**src/rtl/serial_add_ctrl.sv**
```systemverilog
// Bit-serial adder controller: steps one full-adder cell over two WIDTH-bit
// operands, LSB first, one bit per clock, behind a start/busy/done handshake.
module serial_add_ctrl #(
    parameter int WIDTH = 8
) (
    input  logic             clk,
    input  logic             rst_n,
    input  logic             start,
    input  logic [WIDTH-1:0] a,
    input  logic [WIDTH-1:0] b,
    input  logic             ci,
    output logic             busy,
    output logic             done,
    output logic [WIDTH-1:0] s,
    output logic             co
);

    localparam int CW = (WIDTH > 1) ? $clog2(WIDTH) : 1;

    localparam logic [1:0] ST_IDLE = 2'd0;
    localparam logic [1:0] ST_RUN  = 2'd1;
    localparam logic [1:0] ST_DONE = 2'd2;

    localparam logic [CW-1:0] LAST_BIT = CW'(WIDTH - 1);

    logic [1:0]       state;
    logic [WIDTH-1:0] sh_a;
    logic [WIDTH-1:0] sh_b;
    logic [WIDTH-2:0] sh_sum;
    logic             carry;
    logic [CW-1:0]    cnt;

    logic             cell_sum;
    logic             cell_carry;
    logic [WIDTH-1:0] sum_next;

    assign cell_sum   = sh_a[0] ^ sh_b[0] ^ carry;
    assign cell_carry = (sh_a[0] & sh_b[0]) | (sh_a[0] & carry) | (sh_b[0] & carry);

    // The newest sum bit enters at the MSB; after WIDTH shifts bit 0 lands in place.
    assign sum_next = {cell_sum, sh_sum};

    // NOTE: every register here is updated with <= so all reads in this block
    // see the pre-edge values, exactly like the flops they become.
    always_ff @(posedge clk or negedge rst_n) begin
        if (!rst_n) begin
            state  <= ST_IDLE;
            sh_a   <= '0;
            sh_b   <= '0;
            sh_sum <= '0;
            carry  <= 1'b0;
            cnt    <= '0;
            busy   <= 1'b0;
            done   <= 1'b0;
            s      <= '0;
            co     <= 1'b0;
        end else begin
            case (state)
                ST_IDLE, ST_DONE: begin
                    done <= 1'b0;
                    if (start) begin
                        sh_a  <= a;
                        sh_b  <= b;
                        carry <= ci;
                        cnt   <= '0;
                        busy  <= 1'b1;
                        state <= ST_RUN;
                    end else begin
                        state <= ST_IDLE;
                    end
                end
                ST_RUN: begin
                    sh_sum <= sum_next[WIDTH-1:1];
                    sh_a   <= sh_a >> 1;
                    sh_b   <= sh_b >> 1;
                    carry  <= cell_carry;
                    if (cnt == LAST_BIT) begin
                        // s/co are a separate register so partial sums never show.
                        s     <= sum_next;
                        co    <= cell_carry;
                        cnt   <= '0;
                        busy  <= 1'b0;
                        done  <= 1'b1;
                        state <= ST_DONE;
                    end else begin
                        cnt <= cnt + 1'b1;
                    end
                end
                default: begin
                    busy  <= 1'b0;
                    done  <= 1'b0;
                    state <= ST_IDLE;
                end
            endcase
        end
    end

endmodule
```
**config.mk**
```make
export PLATFORM = sky130hd
export DESIGN_NAME = serial_add_ctrl
export DESIGN_NICKNAME = d
export VERILOG_FILES = /design/src/rtl/serial_add_ctrl.sv
export SDC_FILE = /design/constraint.sdc
export NUM_CORES = 1
export LEC_CHECK = 0
export CORE_MARGIN = 10
export CORE_UTILIZATION = 40
export CTS_CLUSTER_SIZE = 20
export DETAILED_ROUTE_END_ITERATION = 8
export MAX_ROUTING_LAYER = met4
export PLACE_DENSITY_LB_ADDON = 0.25
export SYNTH_ARGS = -nofsm -noshare
export SYNTH_HDL_FRONTEND = slang
export SYNTH_SLANG_ARGS = --single-unit
```
**constraint.sdc**
```tcl
create_clock -name clk -period 3.2 [get_ports clk]
set_input_delay 0.64 -clock clk [delete_from_list [all_inputs] [get_ports clk]]
set_output_delay 0.64 -clock clk [all_outputs]
set_load 0.03 [all_outputs]
```
After elaboration in Yosys (flattened, before gate mapping):

Index checks and enable logic that the tools add are counted.

* latch bits: 0
* register bits after elaboration: 40
* memory bits (read-only): 0
* output and inout port bits: 11
* memories kept: 0
* RAM bits: 0

* multiply operators: 0
* equality and inequality tests: 5
* magnitude comparators: 0
* mux-type cells: 17
* add/sub/neg operators: 1
* div/mod/pow operators: 0
* reduce and logical (&&, ||, !) cells: 6
* shifts and indexed selects: 0
* bitwise operators: 7

Operators with widths (count)
* 8-bit one-hot mux with 2 select lines: 2
* 8-bit 2-to-1 mux: 2
* 1-bit 2-to-1 mux: 6
* 3-bit 2-to-1 mux: 2
* 3-bit one-hot mux with 2 select lines: 1
* 2-bit AND reduction: 3
* 2-bit inequality test (second input constant): 2
* 1-bit one-hot mux with 2 select lines: 2
* 2-bit one-hot mux with 2 select lines: 1
* 3-bit by 1-bit adder with 3-bit output (second input constant): 1
* 1-bit bitwise AND: 3
* 3-bit == test (second input constant): 1
* 2-bit by 1-bit == test with 1-bit output (second input constant): 1
* 2-bit == test (second input constant): 1
* 2-bit zero test: 1
* 2-bit 2-to-1 mux: 1
* 1-bit OR: 2
* 2-bit nonzero test: 1
* 2-bit OR reduction: 1
* 1-bit bitwise XOR: 2

Depth between registers and ports, before layout:

* depth after elaboration: 4
* mapped depth: 5

Worst setup path before layout:

No wires, ideal clock.

* path kind: input-to-reg
* from: input port start
* to: register sh_a[6]
* path buffers: 3
* setup slack: 1685 ps
* library setup time: 127 ps
* arrival time: 1388 ps
* stages on the path: 5
* path through: buf_2 -> buf_4 -> buf_2 -> a211oi_1 -> a21oi_1

* word-level cells in the longest chain between the ends: 2

Ends and longest elaborated chain
* start: declaration: RTL line 8 `input logic start,`
* 2-bit inequality test (no source line)
* 2-bit AND reduction (no source line)
* end signal: assignment: RTL line 74 `sh_a <= sh_a >> 1;`
* end: declaration: RTL line 27 `logic [WIDTH-1:0] sh_a;`

No other way between the ends.
A chain may end at the register's enable or synchronous reset.

Worst setup path after layout:

* from: input port start
* to: register sh_b[6]

* word-level cells in the longest chain between the ends: 2

Ends and longest elaborated chain
* 2-bit inequality test (no source line)
* 2-bit AND reduction (no source line)
* end signal: assignment: RTL line 75 `sh_b <= sh_b >> 1;`
* end: declaration: RTL line 28 `logic [WIDTH-1:0] sh_b;`

No other way between the ends.

==> results by group <==
Outcome
  – Status: finished clean

Detailed routing
  – Vias per Instance: 5.202
  – DR vias: 1285
  – Router iterations before antenna repair: 4
  – Initial DRC Count: 66
  – Drt wl/cell: 15.19 µm
  – Drt total wl: 3752 µm
  – DRT antenna net count: 0
  – Post-route DRC: 0

Logic synthesis
  – Avg Cell Area, Syn: 11.08 µm²
  – Post-synthesis instance total: 165
  – Post-synth EDFFs: 0
  – Netlist cell types: 25
  – Area contributors post-synth: dfrtp_1 55%, mux2i_1 7.1%, mux2_1 5.5%, nand2_1 4.9%, a211oi_1 4.5%
  – Ys flop type: dfrtp_1
  – Share of the synthesized area in the top cell type: 0.5476
  – Synthesized flop and latch total: 40
  – Leading area contributor after synthesis: dfrtp_1
  – Register area share after synthesis: 0.5476
  – Netlist Area Pre-Place: 1828 µm²
  – Synth warnings: 0
  – Syn Nets: 188
  – Asr flop ratio synth: 1.000

Power
  – Power, Total: 2.139 mW
  – PD cells: 955.3 nW/µm²
  – Leak pwr: 0.9624 nW
  – Worst IR Drop VDD: 321.1 µV

Finish
  – Layout cells sized above 1: 0.07179
  – Layout area overhead: 22.52%
  – Nets: 217
  – Ant. Diodes: 0
  – Post-layout util: 0.5108
  – Final instance area: 2240 µm²

Worst setup path
  – Max FO, Critical Path: 16
  – Critical path, cell by cell: clkdlybuf4s50_1 > buf_4 > nor2b_1 > a22oi_1 > nand2_1
  – Kind of end point of the critical path: flip-flop
  – Worst setup SP type: input port
  – Critical Path RT: 3430 ps
  – Worst path arrival time: 2240 ps
  – Critical path class: input port to flip-flop
  – Max stage delay cell, worst path: clkdlybuf4s50_1
  – Critical Path Max Stage Delay: 810 ps

Clock tree
  – Cts-stage hold buffer count: 0
  – Clock slew at reported path FFs: 70 ps
  – Worst skew pair latency: 290 ps
  – Post-CTS Setup Bufs: 0
  – Bufs on Longest Clock Path: 2
  – TritonCTS clock tree: yes
  – Number of buffers created by CTS: 5
  – H-Tree Depth: 2
  – # clock sinks: 40
  – CTS Root Cell: clkbuf_8
  – Resize count post-CTS: 0

STA
  – Fmax: 497.7 MHz
  – Crit path time final: 2009 ps
  – RSZ-0062 raised after global routing: no
  – Final hold vios: 0
  – Final Skew: 3.395 ps
  – Fin Setup TNS: 0 ps
  – Fin crit share: 0.6279
  – Final setup margin: 1191 ps
  – Relative slew slack: 0.4070
  – Setup violators final: 0
  – Max Slew Vio Count: 0
  – Worst Max-Slew Pin Slew: 889.5 ps

Place
  – Place WS: 879.9 ps
  – Post-DP HPWL: 2687 µm
  – Area of placed instances: 2150 µm²
  – Port bufs: 30
  – Placer Congestion: 0.7831

Die
  – Die Wd: 87.60 µm
  – Top Ports: 31
  – Full die area: 7674 µm²
  – Core footprint: 4384 µm²
  – Die height: 87.60 µm
  – Initial Util: 0.4170
  – # rows: 24

Global routing
  – Largest net degree at the start of global routing: 41
  – Global route total overflow: 0
  – First-pass GRT wire length: 6506 µm
  – Vias in the first global route: 1357
  – GRT Overall Usage: 0.1090
  – Initial antenna violation count: 0

Flow run
  – Max Cap Violations: 0

Hold path
  – Worst min path class: input port to asynchronous set/reset pin
[kinds of logic (layout without fill, tap and decap cells)]
family / after synthesis / count (layout) / synth area share
DFF: 40 / 40 / 0.5476
and+or+nand+nor: 54 / 54 / 0.1417
AOI/OAI and AO/OA: 33 / 33 / 0.1157
adders and majority gates: 3 / 3 / 0.02464
buffers and inverters: 11 / 41 / 0.03148
muxes: 24 / 24 / 0.1389
[Yosys cell counts, drive strengths merged (2+ instances only)]
cell and count:
nand3 4, a22oi 2, o21ai 4, nor2b 13, nand2b 2, buf 9, nand2 25, o22ai 2
nor2 7, a211oi 11, dfrtp 40, ha 2, nor3 3, a22o 2, mux2 11, a21oi 11
mux2i 13
[power by group]
part | total [mW] | switching, mW | internal [mW]
logic | 0.891 | 0.474 | 0.417
clock network | 0.340 | 0.164 | 0.176
registers | 0.909 | 0.168 | 0.741
total | 2.14 | 0.806 | 1.33
[per-layer routing]
layer / global-route usage / vias up / part of all wire
met1: 0.1333 / 610 / 0.47
li1: - / 634 / -
met5: - / - / 0
met4: 0.03043 / 0 / 0.014
met2: 0.1653 / 35 / 0.45
met3: 0.03993 / 6 / 0.069
[layout by cell type (no fill, tap or decap), types with 3 or more instances in the layout]
master	netlist	final
dfrtp_1	40	40
clkdlybuf4s50_1	0	29
nand2_1	24	24
mux2i_1	13	13
nor2b_1	12	12
a211oi_1	11	11
a21oi_1	11	11
mux2_1	9	9
nor2_1	7	7
clkbuf_8	0	6
o21ai_0	4	4
nand3_1	4	4
nor3_1	3	3
[through the flow]
step,hold slack (ps),instances
2_1_floorplan,344.4,165
3_3_place_gp,454.7,239
3_5_place_dp,460.0,239
4_1_cts,478.1,247
5_1_grt,515.7,247
6_report,473.4,247
[registers in the layout, summed over array words and instances, names as in the netlist]
name    cells
sh_a        8
sh_sum      7
done        1
cnt         3
s           8
co          1
busy        1
state       2
carry       1
sh_b        8
[final timing paths]
check	slack (ps)	depth (start not counted)	endpoint	start
max in group asynchronous	2170	1	sh_sum[4]	rst_n
worst min-delay path	470	1	s[0]	rst_n
worst max register to register	1340	3	cnt[0]	state[1]
worst min register to register	470	2	sh_sum[0]	sh_sum[0]
min in group clk	470	2	sh_sum[0]	sh_sum[0]
worst max-delay path	1190	5	sh_b[6]	start
[area by class of cell]
type                       instances  area (µm²)
fill                             390        2145
sequential                        40        1001
multi-input combinational        114       769.5
timing repair buffer              32       310.3
clock buffer                       8       90.09
tap                               52       65.06
inverter                           1       3.754
[worst max-delay path: cells and delay by family]
family / cells / cell delay [ps]
buffers and inverters: 2 / 1100
and+or+nand+nor: 2 / 360
AOI/OAI and AO/OA: 1 / 120
Power figures use the tool's default switching activity.
